==> src/rtl/phy_pkg.sv <==
// Shared constants and types for the receive-side lane demultiplexer.
package phy_pkg;

    localparam int WIDTH_DEF = 8;
    localparam int NUM_LANES = 4;
    localparam int SLOT_W    = 2;

    // Last slot of a frame; the frame is presented when this slot's byte arrives.
    localparam logic [SLOT_W-1:0] LAST_SLOT = SLOT_W'(NUM_LANES - 1);

    typedef enum logic {
        SEEK   = 1'b0,
        LOCKED = 1'b1
    } lock_state_t;

endpackage

==> src/rtl/phy_rx_demux_if.sv <==
// Byte-stream input and four-lane output bundle of the receive demultiplexer.
interface phy_rx_demux_if
    import phy_pkg::*;
#(
    parameter int WIDTH = WIDTH_DEF
) ();

    logic [WIDTH-1:0] data_in;
    logic             valid_in;
    logic [WIDTH-1:0] data_0;
    logic [WIDTH-1:0] data_1;
    logic [WIDTH-1:0] data_2;
    logic [WIDTH-1:0] data_3;
    logic             valid_0;
    logic             valid_1;
    logic             valid_2;
    logic             valid_3;
    logic             frame_strobe;
    logic             locked;

    // Upstream side: drives the byte stream, observes the lanes.
    modport master (
        output data_in, valid_in,
        input  data_0, data_1, data_2, data_3,
        input  valid_0, valid_1, valid_2, valid_3,
        input  frame_strobe, locked
    );

    // Demultiplexer side.
    modport slave (
        input  data_in, valid_in,
        output data_0, data_1, data_2, data_3,
        output valid_0, valid_1, valid_2, valid_3,
        output frame_strobe, locked
    );

endinterface

==> src/rtl/phy_rx_lock_fsm.sv <==
// Frame alignment: SEEK/LOCKED state, slot counter within the frame and
// idle-run counter that forces a return to SEEK after too many gaps.
module phy_rx_lock_fsm
    import phy_pkg::*;
#(
    parameter int IDLE_LIMIT = 8
) (
    input  logic              clk_4f,
    input  logic              reset_L,
    input  logic              valid_in,
    output logic [SLOT_W-1:0] slot,
    output logic              locked,
    output logic              drop
);

    localparam int                IDLE_W   = 8;
    localparam logic [IDLE_W-1:0] IDLE_MAX = IDLE_W'(IDLE_LIMIT);

    lock_state_t       state, state_nxt;
    logic [SLOT_W-1:0] slot_nxt;
    logic [IDLE_W-1:0] idle_cnt, idle_nxt;

    // State, slot and idle registers.
    // NOTE: clocked state uses non-blocking assignments so every register
    // samples pre-edge values regardless of statement order.
    always_ff @(posedge clk_4f or negedge reset_L) begin
        if (!reset_L) begin
            state    <= SEEK;
            slot     <= '0;
            idle_cnt <= '0;
        end else begin
            state    <= state_nxt;
            slot     <= slot_nxt;
            idle_cnt <= idle_nxt;
        end
    end

    // Next-state logic: lock on first valid byte, drop on a long idle run.
    // NOTE: every output of this block is given a default first so no path
    // leaves a value unassigned and no latch is inferred.
    always_comb begin
        state_nxt = state;
        slot_nxt  = slot;
        idle_nxt  = idle_cnt;
        drop      = 1'b0;
        case (state)
            SEEK: begin
                slot_nxt = '0;
                idle_nxt = '0;
                if (valid_in) begin
                    // This byte is slot 0; the next one is slot 1.
                    state_nxt = LOCKED;
                    slot_nxt  = SLOT_W'(1);
                end
            end
            LOCKED: begin
                slot_nxt = slot + SLOT_W'(1);
                if (valid_in) begin
                    idle_nxt = '0;
                end else if (idle_cnt != IDLE_MAX) begin
                    idle_nxt = idle_cnt + IDLE_W'(1);
                end
                // Lock is lost on the edge where the run reaches the limit.
                if (!valid_in && idle_nxt == IDLE_MAX) begin
                    drop      = 1'b1;
                    state_nxt = SEEK;
                    slot_nxt  = '0;
                    idle_nxt  = '0;
                end
            end
        endcase
    end

    assign locked = (state == LOCKED);

endmodule

==> src/rtl/phy_rx_demux.sv <==
// Distributes a byte stream round-robin onto four lanes, presenting all four
// lanes together once per 4-byte frame with a one-cycle strobe.
module phy_rx_demux
    import phy_pkg::*;
#(
    parameter int WIDTH      = WIDTH_DEF,
    parameter int IDLE_LIMIT = 8
) (
    input  logic         clk_4f,
    input  logic         reset_L,
    phy_rx_demux_if.slave bus
);

    localparam int NCAP = NUM_LANES - 1;

    logic [SLOT_W-1:0]    slot;
    logic                 locked;
    logic                 drop;
    logic                 frame;
    logic [WIDTH-1:0]     cap [NCAP];
    logic [NCAP-1:0]      cv;
    logic [WIDTH-1:0]     lane [NUM_LANES];
    logic [NUM_LANES-1:0] lane_valid;
    logic                 strobe;

    phy_rx_lock_fsm #(
        .IDLE_LIMIT (IDLE_LIMIT)
    ) u_lock_fsm (
        .clk_4f   (clk_4f),
        .reset_L  (reset_L),
        .valid_in (bus.valid_in),
        .slot     (slot),
        .locked   (locked),
        .drop     (drop)
    );

    // The last byte of a frame bypasses the capture stage straight to lane 3.
    assign frame = locked && (slot == LAST_SLOT);

    // Capture slots 0..2 of the frame in progress; a lost lock clears them.
    // NOTE: the capture bank is reset explicitly so a frame interrupted by
    // reset can never leak stale bytes into the next one.
    always_ff @(posedge clk_4f or negedge reset_L) begin
        if (!reset_L) begin
            for (int k = 0; k < NCAP; k++) cap[k] <= '0;
            cv <= '0;
        end else if (drop) begin
            for (int k = 0; k < NCAP; k++) cap[k] <= '0;
            cv <= '0;
        end else if (locked || bus.valid_in) begin
            for (int k = 0; k < NCAP; k++) begin
                if (slot == SLOT_W'(k)) begin
                    cap[k] <= bus.data_in;
                    cv[k]  <= bus.valid_in;
                end
            end
        end
    end

    // Lane output registers: load on the frame's last byte, hold otherwise.
    // A drop coinciding with the last slot still presents the frame, but the
    // SEEK entry forces every lane valid low on that same edge.
    always_ff @(posedge clk_4f or negedge reset_L) begin
        if (!reset_L) begin
            for (int k = 0; k < NUM_LANES; k++) lane[k] <= '0;
            lane_valid <= '0;
            strobe     <= 1'b0;
        end else begin
            strobe <= frame;
            if (frame) begin
                for (int k = 0; k < NCAP; k++) lane[k] <= cap[k];
                lane[NUM_LANES-1] <= bus.data_in;
                lane_valid        <= {bus.valid_in, cv};
            end
            if (drop) begin
                lane_valid <= '0;
            end
        end
    end

    assign bus.data_0       = lane[0];
    assign bus.data_1       = lane[1];
    assign bus.data_2       = lane[2];
    assign bus.data_3       = lane[3];
    assign bus.valid_0      = lane_valid[0];
    assign bus.valid_1      = lane_valid[1];
    assign bus.valid_2      = lane_valid[2];
    assign bus.valid_3      = lane_valid[3];
    assign bus.frame_strobe = strobe;
    assign bus.locked       = locked;

endmodule

==> src/flat_wrapper.sv <==
// flat-port wrapper written by rule: the top's interface ports become plain ports
module phy_rx_demux_flat import phy_pkg::*;
#(
    parameter int WIDTH      = WIDTH_DEF,
    parameter int IDLE_LIMIT = 8
)
  (clk_4f, reset_L, bus_data_in, bus_valid_in, bus_data_0, bus_data_1, bus_data_2, bus_data_3, bus_valid_0, bus_valid_1, bus_valid_2, bus_valid_3, bus_frame_strobe, bus_locked);
  phy_rx_demux_if #(.WIDTH(WIDTH)) bus_i ();
  input  logic clk_4f;
  input  logic reset_L;
  input wire logic [$bits(bus_i.data_in)-1:0] bus_data_in;
  input wire logic [$bits(bus_i.valid_in)-1:0] bus_valid_in;
  output wire logic [$bits(bus_i.data_0)-1:0] bus_data_0;
  output wire logic [$bits(bus_i.data_1)-1:0] bus_data_1;
  output wire logic [$bits(bus_i.data_2)-1:0] bus_data_2;
  output wire logic [$bits(bus_i.data_3)-1:0] bus_data_3;
  output wire logic [$bits(bus_i.valid_0)-1:0] bus_valid_0;
  output wire logic [$bits(bus_i.valid_1)-1:0] bus_valid_1;
  output wire logic [$bits(bus_i.valid_2)-1:0] bus_valid_2;
  output wire logic [$bits(bus_i.valid_3)-1:0] bus_valid_3;
  output wire logic [$bits(bus_i.frame_strobe)-1:0] bus_frame_strobe;
  output wire logic [$bits(bus_i.locked)-1:0] bus_locked;
  assign bus_i.data_in = bus_data_in;
  assign bus_i.valid_in = bus_valid_in;
  assign bus_data_0 = bus_i.data_0;
  assign bus_data_1 = bus_i.data_1;
  assign bus_data_2 = bus_i.data_2;
  assign bus_data_3 = bus_i.data_3;
  assign bus_valid_0 = bus_i.valid_0;
  assign bus_valid_1 = bus_i.valid_1;
  assign bus_valid_2 = bus_i.valid_2;
  assign bus_valid_3 = bus_i.valid_3;
  assign bus_frame_strobe = bus_i.frame_strobe;
  assign bus_locked = bus_i.locked;
  phy_rx_demux #(.WIDTH(WIDTH), .IDLE_LIMIT(IDLE_LIMIT)) u_core (.clk_4f(clk_4f), .reset_L(reset_L), .bus(bus_i));
endmodule
==> config.mk <==
export PLATFORM = sky130hd
export DESIGN_NAME = phy_rx_demux_flat
export DESIGN_NICKNAME = d
export VERILOG_FILES = /design/src/rtl/phy_pkg.sv /design/src/rtl/phy_rx_demux_if.sv /design/src/rtl/phy_rx_lock_fsm.sv /design/src/rtl/phy_rx_demux.sv /design/src/flat_wrapper.sv
export SDC_FILE = /design/constraint.sdc
export NUM_CORES = 1
export LEC_CHECK = 0
export CORE_MARGIN = 5
export CORE_UTILIZATION = 55
export DETAILED_ROUTE_END_ITERATION = 16
export DONT_BUFFER_PORTS = 1
export GPL_TIMING_DRIVEN = 0
export PLACE_DENSITY = 0.8
export SYNTH_ARGS = -nofsm -noshare
export SYNTH_HDL_FRONTEND = slang
export SYNTH_SLANG_ARGS = --single-unit
export TNS_END_PERCENT = 1
==> constraint.sdc <==
create_clock -name clk_4f -period 2.5 [get_ports clk_4f]
set_clock_uncertainty 0.1 [all_clocks]
set_input_delay 0.5 -clock clk_4f [delete_from_list [all_inputs] [get_ports clk_4f]]
set_output_delay 0.5 -clock clk_4f [all_outputs]
set_load 0.005 [all_outputs]
==> results_dict.tcl <==
set metrics [dict create \
    finalCriticalPeriod_ns 2.39 \
    grt_pass1_vias 1981 \
    cts_tree "yes" \
    worst-slew-pin-transition_ns 1.10 \
    cts_buffers 9 \
    relSlewSlack_pct 26.1 \
    p_per_area_mw_per_mm2 1200 \
    ios 49 \
    cts-resized-gates 0 \
    ys_seq_area_share_pct 58.9 \
    routed_wl_um 6210 \
    cp-start-kind "register" \
    grt_max_degree 76 \
    ir_worst_vdd_mv 0.760 \
    hold_viol 0 \
    min_path_type "input pin to register" \
    synth-seq-cells 75 \
    nNetsFinal 275 \
    netlist_area_sq_mm 0.00319 \
    diodes 0 \
    root_buffer "clkbuf_8" \
    setup-tns-final_ns 0 \
    critical_path_class "register to register" \
    antenna_found_initial 0 \
    hpwl_um 4190 \
    syn_avg_cell_area_sq_um 13.1 \
    ff2ff_path_depth 8 \
    cts_max_level 3 \
    clkLatencyLatePin_ns 0.34 \
    crit_required_ns 2.64 \
    grt_pass1_wl_um 10100 \
    drt_iter0_drc 105 \
    ant_nets 0 \
    clk_pin_slew_ns 0.08 \
    cts_max_path_buffers 2 \
    syn_to_final_growth_pct 12.0 \
    cts.sinks 75 \
    leakage_nw 1.68 \
    dieArea_sq_mm 0.00742 \
    firstDrtPassIters 4 \
    r2r-end "u_core.cap[9]" \
    die_x_um 86.1 \
    fmax_mhz 418 \
    ys_warn_count 0 \
    setup_viol 0 \
    core_sq_mm 0.00557 \
    cp_data_arrival_time_ns 2.53 \
    fin_crit_sh_pct 95.6 \
    r2r_setup_slack_ns 0.11 \
    syn_nets 261 \
    placed_area_sq_mm 0.00328 \
    portBuffers 0 \
    num_rows 27 \
    maxSlewViolCount 0 \
    worstReg2RegStart "u_core.u_lock_fsm.idle_cnt[0]" \
    start_util_pct 57.2 \
    critPathCaptureType "register" \
    hold_path.startpoint "bus_data_in[3]" \
    gp_congestion 0.841 \
    synthCells 244 \
    grt_overflow 0 \
    drive_above_1_share_pct 23.2 \
    drcViolationCount 0 \
    routed_via_density 5.59 \
    grt_usage_pct 17.9 \
    status "finished clean" \
    final_area_sq_mm 0.00357 \
    post_drt_wl_per_cell_um 18.5 \
    vias 1872 \
    maxCapViolations 0 \
    cp_max_fo 10 \
    min_path_cells 1 \
    rsz0062_at_grt "false" \
    min_to "u_core.bus.data_3[3]" \
    chipHeight_um 86.1 \
    synthDistinctLibCells 34 \
]
==> critical path: stages, from the launching register on <==
cell and delay, ns:
dfrtp_1 0.39, inv_1 0.10, ha_1 0.31, or3_1 0.42
a2111oi_4 0.38, and2_1 0.21, buf_6 0.16, buf_6 0.15
nor2_1 0.06
==> metal layers <==
metal	vias to the layer above	wire length, um	global-route usage [%]
met5	-	0	0
met4	0	108	4.89
met2	41	3010	29.3
met3	10	465	8.26
li1	878	-	-
met1	943	2620	21.2
==> Yosys cell counts, drive strengths merged <==
cell type  count  share of area [%]
mux2          33                 12
nor4b          1               0.27
a21oi          6               0.94
and3           1               0.20
or3            2               0.39
xnor2          3               0.82
and2           2               0.39
inv            9                1.1
o21ai          8                1.3
mux2i         25                7.8
clkbuf         5               0.59
ha             6                2.4
and3b          2               0.55
or2            1               0.20
xor2           3               0.82
a311oi         2               0.55
a31o           1               0.27
nor3           7                1.1
dfrtp         75                 59
a22o           3               0.82
a21o           1               0.47
nor4           1               0.67
nand2          4               0.47
nor2          29                3.4
o21ba          1               0.51
nor3b          1               0.24
nand2b         1               0.20
buf            4                1.2
nand3          5               0.78
a2111oi        1               0.86
nand4          1               0.20
==> sequential cells by signal, indices dropped and copies added (netlist names) <==
signal	cells
u_core.bus.data_2	8
u_core.bus.frame_strobe	1
u_core.cap	24
u_core.u_lock_fsm.slot	2
u_core.cv	3
u_core.u_lock_fsm.locked	1
u_core.bus.data_1	8
u_core.lane_valid	4
u_core.bus.data_3	8
u_core.bus.data_0	8
u_core.u_lock_fsm.idle_cnt	8
==> worst max-delay path by stage <==
stage                     endpoint  slack [ns]                     startpoint
finish               u_core.cap[9]        0.11  u_core.u_lock_fsm.idle_cnt[0]
global route         u_core.cap[9]       0.001  u_core.u_lock_fsm.idle_cnt[0]
CTS                  u_core.cap[9]        0.04  u_core.u_lock_fsm.idle_cnt[0]
detailed placement   u_core.cap[9]        0.02  u_core.u_lock_fsm.idle_cnt[0]
global placement    u_core.cap[12]        0.07  u_core.u_lock_fsm.idle_cnt[0]
floorplan            u_core.cap[0]        0.27  u_core.u_lock_fsm.idle_cnt[2]
==> through the flow <==
step / total power [mW] / cells / utilization, % / worst slack, ns / hold slack [ns]
final: 4.28 / 335 / 64.1 / 0.109 / 0.201
after CTS: 4.33 / 334 / 63.9 / 0.0387 / 0.193
after detailed placement: 3.16 / 316 / 58.8 / 0.0237 / 0.106
after floorplan: 2.86 / 244 / - / 0.274 / 0.104
after global placement: 3.09 / 316 / 58.8 / 0.0651 / 0.106
after global routing: 4.55 / 335 / 64.1 / 0.00121 / 0.177
==> logic make-up after synthesis <==
family                   after synthesis  synth area share, %
flip-flops                            75                 58.9
multiplexers                          58                 19.5
XOR/XNOR                               6                 1.65
adder cells (fa/ha/maj)                6                 2.35
buffers and inverters                 18                 2.86
AO/OA/AOI/OAI                         23                 5.69
AND/OR/NAND/NOR                       58                 9.07
==> area by class of cell <==
class | count | area [sq um]
buffer | 9 | 57.6
timing repair buffer | 3 | 45.0
multi-input combinational | 151 | 1220
sequential | 75 | 1880
clock buffer | 9 | 124
fill | 408 | 2000
inverter | 9 | 33.8
clock inverter | 7 | 124
tap | 72 | 90.1
==> timing repair <==
action,in CTS,in global routing
endpoints found under the hold margin,75,0
hold buffers,2,0
setup endpoints to repair,1,21
pin swaps,1,1
setup buffers,0,1
==> cells in the final DEF, fill, tap and decap left out, types with 6 or more instances in the layout <==
| master | instances |
|---|---|
| mux2i_1 | 25 |
| nor2_1 | 29 |
| mux2_2 | 33 |
| clkbuf_8 | 9 |
| inv_1 | 8 |
| a21oi_1 | 6 |
| dfrtp_1 | 75 |
| nor3_1 | 7 |
| ha_1 | 6 |
==> report_power, final <==
| part | total [mW] | internal [mW] | switching (mW) |
|---|---|---|---|
| sequential | 2.14 | 1.76 | 0.375 |
| combinational | 1.01 | 0.547 | 0.458 |
| clock | 1.14 | 0.671 | 0.464 |
| total | 4.28 | 2.98 | 1.30 |
No activity file was read; power rests on OpenSTA's default activity.
